**src/rtl/stopwatch_pkg.sv**
```systemverilog
// stopwatch_pkg: shared segment patterns, digit indices and decimal-point mask for the stopwatch display
// Patterns are active-low, bit order {g,f,e,d,c,b,a}.
package stopwatch_pkg;

    localparam logic [6:0] SEG_0     = 7'b1000000;
    localparam logic [6:0] SEG_1     = 7'b1111001;
    localparam logic [6:0] SEG_2     = 7'b0100100;
    localparam logic [6:0] SEG_3     = 7'b0110000;
    localparam logic [6:0] SEG_4     = 7'b0011001;
    localparam logic [6:0] SEG_5     = 7'b0010010;
    localparam logic [6:0] SEG_6     = 7'b0000010;
    localparam logic [6:0] SEG_7     = 7'b1111000;
    localparam logic [6:0] SEG_8     = 7'b0000000;
    localparam logic [6:0] SEG_9     = 7'b0010000;
    localparam logic [6:0] SEG_DASH  = 7'b0111111;
    localparam logic [6:0] SEG_BLANK = 7'b1111111;

    localparam logic [1:0] DIG_TENTHS = 2'd0;
    localparam logic [1:0] DIG_ONES   = 2'd1;
    localparam logic [1:0] DIG_TENS   = 2'd2;
    localparam logic [1:0] DIG_MIN    = 2'd3;

    // Bit set = decimal point lit after that digit (ones and minutes).
    localparam logic [3:0] DP_MASK = 4'b1010;

endpackage

```
**src/rtl/stopwatch_display_bcd_to_seg7.sv**
```systemverilog
// bcd_to_seg7: combinational BCD to active-low 7-segment decoder, dash for 10-15
// Ports: bcd (in, 4) digit value; seg (out, 7) active-low {g,f,e,d,c,b,a}.
module bcd_to_seg7
    import stopwatch_pkg::*;
(
    input  logic [3:0] bcd,
    output logic [6:0] seg
);

    always_comb begin
        seg = SEG_DASH;
        case (bcd)
            4'd0: seg = SEG_0;
            4'd1: seg = SEG_1;
            4'd2: seg = SEG_2;
            4'd3: seg = SEG_3;
            4'd4: seg = SEG_4;
            4'd5: seg = SEG_5;
            4'd6: seg = SEG_6;
            4'd7: seg = SEG_7;
            4'd8: seg = SEG_8;
            4'd9: seg = SEG_9;
            default: seg = SEG_DASH;
        endcase
    end

endmodule

```
**src/rtl/stopwatch_display.sv**
```systemverilog
// stopwatch_display: snapshots four BCD digits and scans them onto a 4-digit common-anode 7-segment display
// Parameters: REFRESH_DIV clk cycles per digit slot (>=2); BLANK_CYCLES anode-off cycles at slot start (<REFRESH_DIV).
// Ports: clk, reset (sync, active-high); update samples minutes/tens_seconds/ones_seconds/tenths_seconds;
//        an (active-low anodes, an[3]=minutes..an[0]=tenths), seg (active-low {g..a}), dp (active-low); all registered.
// Build option: LEADING_ZERO_BLANK_EN blanks a zero minutes digit, and the tens digit when minutes and tens are both zero.
module stopwatch_display
    import stopwatch_pkg::*;
#(
    parameter int REFRESH_DIV  = 100000,
    parameter int BLANK_CYCLES = 1000
)(
    input  logic       clk,
    input  logic       reset,
    input  logic       update,
    input  logic [3:0] minutes,
    input  logic [3:0] tens_seconds,
    input  logic [3:0] ones_seconds,
    input  logic [3:0] tenths_seconds,
    output logic [3:0] an,
    output logic [6:0] seg,
    output logic       dp
);

    localparam int CW = $clog2(REFRESH_DIV);

    logic [CW-1:0]   cnt_q, cnt_d;
    logic [1:0]      idx_q, idx_d;
    // Snapshot indexed by digit index: [0]=tenths .. [3]=minutes.
    logic [3:0][3:0] snap_q, snap_d;
    logic [3:0]      an_q, an_d;
    logic [6:0]      seg_q, seg_d;
    logic            dp_q, dp_d;
    logic [6:0]      dec_seg;
    logic            blank;

    bcd_to_seg7 u_dec (
        .bcd (snap_q[idx_q]),
        .seg (dec_seg)
    );

    always_comb begin
        snap_d = update ? {minutes, tens_seconds, ones_seconds, tenths_seconds} : snap_q;
        cnt_d  = (cnt_q == CW'(REFRESH_DIV - 1)) ? '0 : cnt_q + 1'b1;
        idx_d  = (cnt_q == CW'(REFRESH_DIV - 1)) ? idx_q + 2'd1 : idx_q;
`ifdef LEADING_ZERO_BLANK_EN
        blank  = (idx_q == DIG_MIN  && snap_q[DIG_MIN] == 4'd0) ||
                 (idx_q == DIG_TENS && snap_q[DIG_MIN] == 4'd0 && snap_q[DIG_TENS] == 4'd0);
`else
        blank  = 1'b0;
`endif
        // Only the anodes are gated during the blank window; seg/dp keep the digit.
        an_d   = (cnt_q < CW'(BLANK_CYCLES)) ? 4'b1111 : ~(4'b0001 << idx_q);
        seg_d  = blank ? SEG_BLANK : dec_seg;
        dp_d   = blank | ~DP_MASK[idx_q];
    end

    always_ff @(posedge clk) begin
        if (reset) begin
            cnt_q  <= '0;
            idx_q  <= DIG_TENTHS;
            snap_q <= '0;
            an_q   <= 4'b1111;
            seg_q  <= SEG_BLANK;
            dp_q   <= 1'b1;
        end else begin
            cnt_q  <= cnt_d;
            idx_q  <= idx_d;
            snap_q <= snap_d;
            an_q   <= an_d;
            seg_q  <= seg_d;
            dp_q   <= dp_d;
        end
    end

    assign an  = an_q;
    assign seg = seg_q;
    assign dp  = dp_q;

endmodule

```
**config.mk**
```make
export PLATFORM = sky130hd
export DESIGN_NAME = stopwatch_display
export DESIGN_NICKNAME = d
export VERILOG_FILES = /design/src/rtl/stopwatch_pkg.sv /design/src/rtl/stopwatch_display_bcd_to_seg7.sv /design/src/rtl/stopwatch_display.sv
export SDC_FILE = /design/constraint.sdc
export NUM_CORES = 1
export LEC_CHECK = 0
export ABC_AREA = 1
export BUFFER_PORTS_ARGS = -buffer_cell sky130_fd_sc_hd__buf_2
export CORE_UTILIZATION = 45
export CTS_BUF_LIST = sky130_fd_sc_hd__clkbuf_8
export CTS_CLUSTER_SIZE = 12
export DETAILED_ROUTE_END_ITERATION = 8
export HOLD_SLACK_MARGIN = 0.08
export SLEW_MARGIN = 5
export SYNTH_ARGS = -nofsm -noshare
export SYNTH_HDL_FRONTEND = slang
export SYNTH_HIERARCHICAL = 1
export SYNTH_SLANG_ARGS = --single-unit
```
**constraint.sdc**
```tcl
create_clock -name clk -period 2.35 [get_ports clk]
set_input_delay 0.5875 -clock clk [delete_from_list [all_inputs] [get_ports clk]]
set_output_delay 0.5875 -clock clk [all_outputs]
set_load 0.01 [all_outputs]
```
==> metrics.txt, run 1 <==
area share of the largest cell type after synthesis=0.419; Synth cell types=27; vias in the first global route=1,653; clock root buffer=clkbuf_8; layout cells sized above 1=0.196; critical path, cell by cell=inv_1, o21ai_0, o22ai_1, inv_1, ha_1, nand2_1, nand3_1, nand2_1, or2_2; Tot GR Track Use=0.187; Area Overhead vs Synth=13.9%; Initial Utilization=0.472; endpoints failing setup=0; number of hold violations in the final report=0; wire length on met1=about 2400 um; vias per cell=4.66; outcome=completed; fin. max-slew vios=0; H-tree depth=2; total CTS buffers=5; Peak Freq=around 500 MHz; Avg Cell Area, Syn=7.29 um2; worst rel slew slack=0.564; Die Wd=~73 um; Critical Path Fanout Max=8; VDD IR max=0.302 mV; GR Overflow Total=0; critical path's slowest cell=dfxtp_1; syn_nets=between 300 and 400; max_cap viols=0; Pre-Repair DR Iteration Count=4; die area=5270 um2; synthesized cell area=~2200 um2; largest net degree at the start of global routing=18; nets=between 300 and 400; largest area contributor in the netlist=dfxtp_1; wire per inst=approximately 11 um; DRC viols=0; Area contributors post-synth=dfxtp_1, nor2_1, nand2_1; die height=around 73 um; DRT iter0 DRCs=90; worst clock skew=approximately 4.8 ps; initial antenna violation count=0; CTS tree=yes; fin crit share=0.859; routability cong.=~0.85; Critical Path Sink Type=flop; cell family with most CP delay=simple AND/OR/NAND/NOR gates; type of the worst min-delay path=flop to flop; ys async rst share=0; post-DP HPWL=around 3200 um; Synth Warn #=6; IO buf count=30; Post-synth EDFFs=0; crit path buf inv count=2; total power draw=1.57 mW; setup TNS=0 ps; CP peak stage delay=~380 ps; R2R Setup Slk=330 ps; Power Dens Cells=roughly 610 nW/um2; startpoint types=flop; shortest period the worst path allows=~2000 ps; IO Pins=31; first-pass GRT wire length=7630 um; Hold Buf Count CTS=0; RSZ-0062 raised after global routing=no; post-CTS setup buffer count=0; leak pwr=1.05 nW; Worst-Margin Slew=around 650 ps; Yosys reg bits=47; Synth Flop Type=dfxtp_1; Crit Path Class=flop to flop; most frequent cell after synthesis=nor2_1; # rows=25; clock-pin slew on the worst setup and hold paths=90 ps; post_cts resized=0; met2 WL=between 1500 and 2000 um; Max Used Layer=met4; Detail Route Antenna Nets=0; # diodes=0; fillers=approximately 480; CP Data Arrival Time=approximately 2200 ps; Met3 Wirelength=roughly 210 um; Synth top cells by count=nor2_1, nand2_1, dfxtp_1, inv_1, o21ai_0; Core ar.=about 4800 um2; synthesized instance count=308; via count=1,900; CP Data Required Time=roughly 2600 ps; sequential fraction of the synthesis area=0.419; Max Buffers Root-to-Sink=2; worst skew pair latency=~300 ps; WL final=4380 um; # clock sinks=47
==> placed cells by master, fill, tap and decap left out, types with 10 or more instances in the layout <==
master   Yosys  final
nand2_1     54     54
buf_2        0     30
inv_1       28     28
ha_1        10     10
dfxtp_1     47     47
o21ai_0     27     27
nor2_1      65     65
nor2_2      11     11
nand3_1     16     16
==> state kept, by name, indices dropped and copies added, names as in the netlist <==
name / cells
idx_q: 2
seg: 7
snap_q: 16
an: 4
dp: 1
cnt_q: 17
==> worst reg2reg max path, delay by kind of cell (launching register included) <==
kind / cells / cell delay, ps
buf+inv: 2 / 320
simple gates: 4 / 480
flops: 1 / 380
compound gates: 2 / 420
fa+ha+maj: 1 / 300
==> per-stage QoR <==
stage / cells / hold slack [ps] / area [um2] / setup WS, ps / util
after floorplan: 308 / 427 / 2240 / 325 / -
after global placement: 400 / 440 / 2440 / 395 / 0.514
after detailed placement: 400 / 451 / 2440 / 345 / 0.514
after CTS: 408 / 469 / 2560 / 328 / 0.538
after global routing: 408 / 486 / 2560 / 134 / 0.538
final: 408 / 464 / 2560 / 332 / 0.538
==> metal layers <==
metal  track usage  vias up
li1              -     1033
met3        0.0456        7
met4        0.0719        0
met2         0.270       44
met5             0        -
met1         0.267      816
==> cell families (layout without fill, tap and decap cells) <==
family,Yosys count,after routing,share of synthesized area
and+or+nand+nor,165,165,0.327
DFF,47,47,0.419
AOI/OAI and AO/OA,43,43,0.103
buffers and inverters,37,70,0.0725
adders and majority gates,10,10,0.0557
xor gates and xnor gates,6,6,0.0234
==> layout make-up <==
class                           count  area (um2)  share of cell area
Timing Repair Buffer               32         165              0.0646
Multi-Input combinational cell    224        1140               0.446
Clock buffer                        5        68.8              0.0269
Tap cell                           67        83.8              0.0328
Sequential cell                    47         941               0.368
Clock inverter                      3        43.8              0.0171
Inverter                           30         113              0.0441
==> path summary, 6_finish.rpt <==
path,start,to,cells past startpoint
hold reg to reg,cnt_q[0]$_SDFF_PP0_,cnt_q[0]$_SDFF_PP0_,1
setup reg to reg,idx_q[1]$_SDFFE_PP0N_,seg[3]$_SDFF_PP1_,9
setup / recovery,idx_q[1]$_SDFFE_PP0N_,seg[3]$_SDFF_PP1_,9
hold / removal,cnt_q[0]$_SDFF_PP0_,cnt_q[0]$_SDFF_PP0_,1
==> power breakdown <==
| part | switching [mW] | internal [mW] |
|---|---|---|
| logic | 0.0775 | 0.0581 |
| registers | 0.0168 | 0.831 |
| clock network | 0.271 | 0.317 |
Power figures use the tool's default switching activity.
==> run 2, diff against run 1 <==
- CORE_UTILIZATION: 45 -> 59
- PLACE_DENSITY: default -> 0.82
==> metrics.txt, run 2 (synthesis results as in run 1) <==
RSZ-0062 raised after global routing=no; commonest non-fill, non-tap cells in the layout=nor2_1, nand2_1, dfxtp_1, buf_2, inv_1; layout cells sized above 1=0.189 (-0.00769); outcome=completed; vias in the first global route=1,697 (+2.7%); most common cell after layout, fill and taps aside=nor2_1; Top cell by count, worst path=nand2_1; Critical Path Fanout Max=10 (+2); setup TNS=0 ps (unchanged); # clock sinks=47 (unchanged); Power Dens Cells=613 nW/um2 (-0.31%); number of hold violations in the final report=0 (unchanged); GR Overflow Total=0 (unchanged); Area Overhead vs Synth=12.0%; Worst-Margin Slew=602 ps (-51.9 ps); Tot GR Track Use=0.233 (+0.0465); # diodes=0 (unchanged); GRT met3 Usage=0.0688 (+0.0233); met2 Use GR=0.354 (+0.0837); via count=1,955 (+2.9%); CP Data Arrival Time=2210 ps (about the same); Placed Cells=380 (-5.0%); worst rel slew slack=0.599 (+0.0346); die height=63.7 um (-12%); Crit Path Class=flop to flop; initial antenna violation count=0 (unchanged); crit path buf inv count=2 (unchanged); Max Buffers Root-to-Sink=2 (unchanged); post-DP HPWL=3060 um (-4.2%); IO buf count=30 (unchanged); met1 usage=0.308 (+0.0403); IO Pins=31 (unchanged); post-CTS setup buffer count=0 (unchanged); max_cap viols=0 (unchanged); critical path's slowest cell=dfxtp_1; endpoints failing setup=0 (unchanged); post-route cell area=2510 um2 (-1.6%); startpoint types=flop; first-pass GRT wire length=7280 um (-4.6%); fin. max-slew vios=0 (unchanged); Detail Route Antenna Nets=0 (unchanged); CP Data Required Time=2540 ps (about the same); CP peak stage delay=420 ps (+40 ps); largest net degree at the start of global routing=21 (+3); DRC viols=0 (unchanged); die area=4060 um2 (-23%); wire per inst=10.8 um (+0.61%); cell family with most CP delay=compound AO/OA/AOI/OAI gates; Initial Utilization=0.613 (+0.141); fillers=308 (-36%); Die Wd=63.7 um (-12%); Comb pwr share=0.087 (about the same); # rows=22 (-12%); worst clock skew=5.38 ps (+0.583 ps); most flop-heavy register=cnt_q; share of total power in the clock network=0.363 (-0.011); fin crit share=0.863 (+0.00459); Largest register FFs=17 (unchanged); area post-placement=2410 um2 (-1.3%); nets=368 (-0.27%); shortest period the worst path allows=2030 ps (+10.8 ps); Int Pwr=1.20 mW (-0.84%); GR peak layer=met2; leak pwr=1.04 nW (-0.71%); worst skew pair latency=300 ps (about the same); total CTS buffers=5 (unchanged); Seq pwr share=0.550 (+0.010); post_cts resized=0 (unchanged); Net Sw Frac=0.224 (-0.00843); Core ar.=3660 um2 (-23%); Peak Freq=493 MHz (-0.53%); clock-pin slew on the worst setup and hold paths=80 ps (about the same); Pre-Repair DR Iteration Count=4 (unchanged); Sw Pwr=0.345 mW (-5.5%); post-route insts no fill=387 (-5.1%); critical path, cell by cell=clkinv_1, o21ai_0, o22ai_1, inv_1, ha_1, nand2_1, nand2_1, or2_2; VDD IR max=0.389 mV (+29%); CTS tree=yes; Hold Buf Count CTS=0 (unchanged); WL final=4180 um (-4.6%); clock root buffer=clkbuf_8; type of the worst min-delay path=flop to flop; DRT iter0 DRCs=114 (+27%); Critical Path Sink Type=flop; vias per cell=5.05 (+8.5%); routability cong.=0.843 (-1.0%); H-tree depth=2 (unchanged)
## run 2: cell types whose count changed in the layout (fill, tap and decap cells not counted)
cell / delta
inv_1: +1
clkinv_2: -1
clkinv_4: -1
buf_4: -1
## run 2: power groups by stage
stage          Combinational (mW)  Sequential (mW)  Clock, mW
6_report                    0.134            0.848      0.559
4_1_cts                     0.136            0.848      0.573
2_1_floorplan              0.0911            0.869          0
3_5_place_dp                0.135            0.867          0
3_3_place_gp                0.132            0.867          0
5_1_grt                     0.156            0.852      0.607
## run 2: final cells by class
cell class | count | area (um2) | area share
flip-flops and latches | 47 | 941 | 0.374
clock inverters | 2 | 33.8 | 0.0134
clock buffers | 5 | 68.8 | 0.0274
well taps | 48 | 60.1 | 0.0239
repair buffers | 31 | 158 | 0.0627
multi-input cells | 224 | 1140 | 0.454
inverters | 30 | 113 | 0.0448
## run 2: worst reg2reg max path, stage by stage (launching register included)
cell	delay (ps)
dfxtp_1	420
clkinv_1	250
o21ai_0	260
o22ai_1	180
inv_1	150
ha_1	240
nand2_1	80
nand2_1	60
or2_2	280
## run 2: path summary, 6_finish.rpt
path / slack, ps / from / to / depth (start not counted)
max: 320 / idx_q[0]$_SDFFE_PP0N_ / seg[1]$_SDFF_PP1_ / 8
min: 460 / cnt_q[0]$_SDFF_PP0_ / cnt_q[0]$_SDFF_PP0_ / 1
max reg2reg: 320 / idx_q[0]$_SDFFE_PP0N_ / seg[1]$_SDFF_PP1_ / 8
min reg2reg: 460 / cnt_q[0]$_SDFF_PP0_ / cnt_q[0]$_SDFF_PP0_ / 1
## run 2: routing by layer
layer	vias to the layer above	part of all wire
li1	1042	-
met1	850	0.51
met2	56	0.42
met3	7	0.058
met4	0	0.015
met5	-	0
## run 2: through the flow
stage | utilization | total power [mW] | hold slack [ps] | setup slack (ps)
global placement | 0.659 | 0.999 | 441 | 430
floorplan | - | 0.960 | 427 | 325
global route | 0.687 | 1.61 | 486 | 111
CTS | 0.687 | 1.56 | 462 | 333
detailed placement | 0.659 | 1.00 | 445 | 354
finish | 0.687 | 1.54 | 459 | 321
